==> config.mk <==
export PLATFORM = sky130hd
export DESIGN_NAME = mdu_unit
export DESIGN_NICKNAME = d
export VERILOG_FILES = /design/src/rtl/mdu_pkg.sv /design/src/rtl/mdu_core.sv /design/src/rtl/mdu_unit.sv
export SDC_FILE = /design/constraint.sdc
export NUM_CORES = 2
export LEC_CHECK = 0
export ABC_AREA = 1
export ABC_CLOCK_PERIOD_IN_PS = 81300
export CORE_ASPECT_RATIO = 1.75
export CORE_MARGIN = 1
export CORE_UTILIZATION = 30
export CTS_CLUSTER_DIAMETER = 30
export DETAILED_ROUTE_END_ITERATION = 10
export PLACE_DENSITY = 0.53
export SYNTH_ARGS = -nofsm -noshare
export SYNTH_HDL_FRONTEND = slang
export SYNTH_SLANG_ARGS = --single-unit
==> constraint.sdc <==
create_clock -name clk -period 81.3 [get_ports clk]
set_clock_uncertainty 0.15 [all_clocks]
set_input_delay 24.39 -clock clk [delete_from_list [all_inputs] [get_ports clk]]
set_output_delay 24.39 -clock clk [all_outputs]
set_load 0.02 [all_outputs]
==> src/rtl/mdu_pkg.sv <==
// rtl/mdu_pkg.sv - shared types, latencies and D-stage decode constants for the multiply/divide unit
package mdu_pkg;

    typedef enum logic [2:0] {
        MD_NONE  = 3'd0,
        MD_MULT  = 3'd1,
        MD_MULTU = 3'd2,
        MD_DIV   = 3'd3,
        MD_DIVU  = 3'd4,
        MD_MTHI  = 3'd5,
        MD_MTLO  = 3'd6
    } mdop_t;

    typedef enum logic {
        ST_IDLE = 1'b0,
        ST_RUN  = 1'b1
    } mdu_state_t;

    localparam int DEF_MULT_CYCLES = 5;
    localparam int DEF_DIV_CYCLES  = 10;

    // SPECIAL-opcode funct codes the D-stage controller decodes into md_use_D
    localparam logic [5:0] OP_SPECIAL  = 6'h00;
    localparam logic [5:0] FUNCT_MFHI  = 6'h10;
    localparam logic [5:0] FUNCT_MTHI  = 6'h11;
    localparam logic [5:0] FUNCT_MFLO  = 6'h12;
    localparam logic [5:0] FUNCT_MTLO  = 6'h13;
    localparam logic [5:0] FUNCT_MULT  = 6'h18;
    localparam logic [5:0] FUNCT_MULTU = 6'h19;
    localparam logic [5:0] FUNCT_DIV   = 6'h1a;
    localparam logic [5:0] FUNCT_DIVU  = 6'h1b;

    function automatic logic is_long_op(input logic [2:0] op);
        return (op == MD_MULT) || (op == MD_MULTU) || (op == MD_DIV) || (op == MD_DIVU);
    endfunction

endpackage

==> src/rtl/mdu_core.sv <==
// rtl/mdu_core.sv - combinational product and quotient/remainder from latched operands
module mdu_core
    import mdu_pkg::*;
(
    input  logic [2:0]  op,
    input  logic [31:0] a,
    input  logic [31:0] b,
    output logic [31:0] hi_res,
    output logic [31:0] lo_res,
    output logic        wr_en
);

    logic        signed_op;
    logic        neg_a;
    logic        neg_b;
    logic [31:0] mag_a;
    logic [31:0] mag_b;
    logic [63:0] prod_mag;
    logic [63:0] prod;
    logic [31:0] q_mag;
    logic [31:0] r_mag;
    logic [31:0] quot;
    logic [31:0] rem;

    // Work on magnitudes; 0x80000000 / -1 falls out as quotient 0x80000000, remainder 0
    assign signed_op = (op == MD_MULT) || (op == MD_DIV);
    assign neg_a     = signed_op & a[31];
    assign neg_b     = signed_op & b[31];
    assign mag_a     = neg_a ? (~a + 32'd1) : a;
    assign mag_b     = neg_b ? (~b + 32'd1) : b;

    assign prod_mag  = {32'd0, mag_a} * {32'd0, mag_b};
    assign prod      = (neg_a ^ neg_b) ? (~prod_mag + 64'd1) : prod_mag;

    assign q_mag     = (mag_b == 32'd0) ? 32'd0 : mag_a / mag_b;
    assign r_mag     = (mag_b == 32'd0) ? 32'd0 : mag_a % mag_b;
    assign quot      = (neg_a ^ neg_b) ? (~q_mag + 32'd1) : q_mag;
    assign rem       = neg_a ? (~r_mag + 32'd1) : r_mag;

    always_comb begin
        hi_res = 32'd0;
        lo_res = 32'd0;
        wr_en  = 1'b0;
        case (op)
            MD_MULT, MD_MULTU: begin
                hi_res = prod[63:32];
                lo_res = prod[31:0];
                wr_en  = 1'b1;
            end
            MD_DIV, MD_DIVU: begin
                hi_res = rem;
                lo_res = quot;
                wr_en  = (b != 32'd0);
            end
            default: ;
        endcase
    end

endmodule

==> src/rtl/mdu_unit.sv <==
// rtl/mdu_unit.sv - E-stage multiply/divide unit with HI/LO registers and F/D stall request
module mdu_unit
    import mdu_pkg::*;
#(
    parameter int MULT_CYCLES = DEF_MULT_CYCLES,
    parameter int DIV_CYCLES  = DEF_DIV_CYCLES
) (
    input  logic        clk,
    input  logic        reset,
    input  logic        start,
    input  logic [2:0]  mdop,
    input  logic [31:0] rs_val,
    input  logic [31:0] rt_val,
    input  logic        md_use_D,
    output logic        busy,
    output logic        stall_md,
    output logic [31:0] hi,
    output logic [31:0] lo
);

    localparam int MAX_CYCLES = (MULT_CYCLES > DIV_CYCLES) ? MULT_CYCLES : DIV_CYCLES;
    localparam int CNT_W      = $clog2(MAX_CYCLES + 1);
    localparam logic [CNT_W-1:0] MULT_LD = CNT_W'(MULT_CYCLES);
    localparam logic [CNT_W-1:0] DIV_LD  = CNT_W'(DIV_CYCLES);
    localparam logic [CNT_W-1:0] CNT_ONE = CNT_W'(1);

    mdu_state_t       state;
    mdu_state_t       state_nxt;
    logic [CNT_W-1:0] cnt;
    logic [2:0]       op_q;
    logic [31:0]      a_q;
    logic [31:0]      b_q;
    logic [31:0]      hi_res;
    logic [31:0]      lo_res;
    logic             res_wr;
    logic             long_start;
    logic             accept;
    logic             last_cycle;

    assign long_start = start & is_long_op(mdop);
    assign accept     = long_start & (state == ST_IDLE);
    assign last_cycle = (state == ST_RUN) && (cnt == CNT_ONE);

    always_ff @(posedge clk or posedge reset) begin
        if (reset) state <= ST_IDLE;
        else       state <= state_nxt;
    end

    always_comb begin
        state_nxt = state;
        case (state)
            ST_IDLE: if (accept)     state_nxt = ST_RUN;
            ST_RUN:  if (last_cycle) state_nxt = ST_IDLE;
            default:                 state_nxt = ST_IDLE;
        endcase
    end

    always_comb begin
        busy = (state == ST_RUN);
    end

    // Raised in the start cycle itself so the D instruction never slips past a fresh op
    assign stall_md = md_use_D & (busy | long_start);

    always_ff @(posedge clk or posedge reset) begin
        if (reset) begin
            cnt  <= '0;
            op_q <= MD_NONE;
            a_q  <= 32'd0;
            b_q  <= 32'd0;
            hi   <= 32'd0;
            lo   <= 32'd0;
        end else if (state == ST_IDLE) begin
            if (accept) begin
                op_q <= mdop;
                a_q  <= rs_val;
                b_q  <= rt_val;
                cnt  <= ((mdop == MD_MULT) || (mdop == MD_MULTU)) ? MULT_LD : DIV_LD;
            end else if (start && (mdop == MD_MTHI)) begin
                hi <= rs_val;
            end else if (start && (mdop == MD_MTLO)) begin
                lo <= rs_val;
            end
        end else begin
            cnt <= cnt - CNT_ONE;
            if (last_cycle && res_wr) begin
                hi <= hi_res;
                lo <= lo_res;
            end
        end
    end

    mdu_core u_core (
        .op     (op_q),
        .a      (a_q),
        .b      (b_q),
        .hi_res (hi_res),
        .lo_res (lo_res),
        .wr_en  (res_wr)
    );

endmodule

==> key figures <==
Floorplanning
  • Vert. Die Dim: 664.2 um
  • Die Wd: 380.4 um
  • Io pins: 137
  • Core Box Area: 0.2486 mm^2
  • Die area: 0.2527 mm^2
  • Std-Cell Rows: 242
  • Initial core utilization: 0.3024

Min path
  • Hold Crit Class: reg -> reg

Logic synthesis
  • Synth area leader: fa_1
  • Top-area cell type share of the netlist area: 0.2389
  • #FFs+latches synth: 136
  • Sequential-to-total area share from yosys stat: 0.04527
  • Post-synth EDFFs: 0
  • Syn_nets: 13,070
  • Distinct cells, synth: 90
  • Top cells by area, synth: fa_1 24%, nand2_1 16%, ha_1 13%, inv_1 11%, dfrtp_1 4.5%
  • Cell area after synthesis: 0.07518 mm^2
  • Post-Synthesis Cells: 11,300
  • Syn avg cell area: 6.655 um^2
  • Most common flop cell mapped by yosys: dfrtp_1
  • Yosys Warn Count: 0
  • Synth async-reset ratio: 1.000

STA
  • Worst slew pin tran: 1.338 ns
  • Setup TNS: 0 ns
  • Part of the cycle the worst path needs: 0.9236
  • Final setup vio count: 0
  • Final Max Slew Viols: 0
  • Crit path time final: 75.09 ns
  • Max-slew headroom: 0.1081
  • Fmax: 13.32 MHz
  • Fin. Hold Viols: 0

Drt
  • Final antenna-violating net count: 0
  • Final wirelength: 377.5 mm
  • Drt first pass iters: 7
  • DRC viols: 0
  • Vias per cell: 5.251
  • Drt first-iter violations: 5,606
  • Via Count: 77,640
  • Mean routed wirelength per cell: 25.53 um

Global route
  • Largest net degree at the start of global routing: 83
  • Grt total ovfl: 0
  • Number of global-route vias before repair: 79,410
  • Total track usage: 0.2926
  • First-pass GRT wire length: 535.3 mm
  • Initial antenna violation count: 31

Final layout
  • Area grow syn2layout: 10.90%
  • Fraction of layout cells with a size suffix above 1: 0.08731
  • Nets: 13,240
  • Most frequent cells in the layout: 3,097 x nand2_1, 2,157 x inv_1, 897 x fa_1
  • Finished Cell Area: 0.08337 mm^2
  • Fill cells: 27,650
  • Most common cell after layout, fill and taps aside: nand2_1

CTS
  • Clk_lat worst skew: 0.53 ns
  • H-Tree Depth: 4
  • Clock Tree Buf Depth: 2
  • CTS sink count: 136
  • CTS root buffer: clkbuf_16
  • CTS Buf Count: 17
  • CTS Hold Bufs: 0
  • TritonCTS clock tree: yes
  • Clock Pin Slew Worst Setup and Hold Paths: 0.08 ns

Setup path
  • Worst Setup End Kind: register
  • CP most frequent cell: nand2_1
  • Critical setup path kind: reg -> reg
  • Type of origin of the critical path: register
  • CP required: 81.53 ns
  • Crit path largest cell delay: 0.60 ns
  • Highest net fanout along the worst path: 26
  • Slowest CP cell: nor4b_1
  • Critical Path AT: 75.32 ns

Placed design
  • Port Buffers: 136
  • Placed standard-cell area: 0.08124 mm^2
  • DP Wirelength: 304.7 mm
  • RePlAce Congestion: 1.062

Outcome
  • Outcome: complete, no violations

Flow run
  • Max-capacitance violation count: 0
synth_stat cells, drive strengths merged, types with 96 or more instances:
master	count
nand2	3223
nand3	513
nor3	152
nand4	108
ha	806
or2	96
nor2	803
inv	2229
o21ai	447
xor2	267
buf	129
a21oi	644
fa	897
clkbuf	216
xnor2	144
dfrtp	136
sequential cells by signal (all words and copies together) (netlist names):
register,count
hi,32
lo,32
op_q,3
b_q,32
busy,1
a_q,32
cnt,4
worst paths after layout:
path                            startpoint  endpoint  slack, ns  depth (start not counted)
worst max-delay path                a_q[0]    hi[28]       6.21                        542
worst min-delay path                cnt[3]      busy       0.39                          2
worst max register to register      a_q[0]    hi[28]       6.21                        542
worst min register to register      cnt[3]      busy       0.39                          2
max in group asynchronous            reset     hi[8]      55.34                          3
min in group asynchronous            reset    hi[26]      24.21                          2
worst max-delay path, delay by kind of cell (launching register included):
family                     cells  cell delay [ns]
xor gates and xnor gates       7             1.04
AOI/OAI and AO/OA            118            21.11
adders and majority gates     32            10.10
DFF                            1             0.37
buffers and inverters        104             9.91
and+or+nand+nor              281            32.09
kinds of logic (layout without fill, tap and decap cells):
| group | count (synthesis) | in the layout | synth area share |
|---|---|---|---|
| adders and majority gates | 1703 | 1703 | 0.3730 |
| DFF | 136 | 136 | 0.04527 |
| AOI/OAI and AO/OA | 1460 | 1460 | 0.1124 |
| other | 0 | 17 | 0 |
| xor gates and xnor gates | 411 | 411 | 0.04828 |
| buffers and inverters | 2593 | 2766 | 0.1369 |
| muxes | 4 | 4 | 0.0005492 |
| and+or+nand+nor | 4989 | 4996 | 0.2837 |
repair_timing:
item,4_1_cts,5_1_grt
gates resized for setup,0,253
setup endpoints to repair,0,64
setup buffers,0,53
through the flow:
| stage | util | hold WS [ns] | setup slack (ns) | std cells |
|---|---|---|---|---|
| floorplan | - | 0.3364 | 11.99 | 11300 |
| global placement | 0.3268 | 0.3797 | 0.9975 | 14680 |
| detailed placement | 0.3268 | 0.3771 | 0.6211 | 14680 |
| CTS | 0.3291 | 0.3934 | 0.2537 | 14710 |
| global route | 0.3353 | 0.4225 | -0.1788 | 14780 |
| finish | 0.3354 | 0.3900 | 6.214 | 14790 |
final cells by class:
| cell class | count | area (um^2) | share of cell area |
|---|---|---|---|
| diodes | 17 | 42.54 | 0.0005103 |
| repair buffers | 486 | 4136 | 0.04962 |
| inverters | 2247 | 8492 | 0.1019 |
| clock inverters | 14 | 133.9 | 0.001606 |
| flip-flops and latches | 136 | 3405 | 0.04084 |
| well taps | 3294 | 4121 | 0.04944 |
| clock buffers | 18 | 439.2 | 0.005268 |
| multi-input cells | 8574 | 62600 | 0.7508 |
| repair inverters | 1 | 5.005 | 0.00006003 |
per-layer routing:
layer / vias to the layer above / routed length [um] / track usage
met3: 1422 / 21940 / 0.04517
li1: 35530 / - / -
met5: - / 61 / 0
met4: 8 / 45050 / 0.2822
met2: 3012 / 185800 / 0.5224
met1: 37670 / 124700 / 0.2853
Power is not shown: default switching activity piles up to over one toggle a cycle in this logic, so the estimate is an artifact.
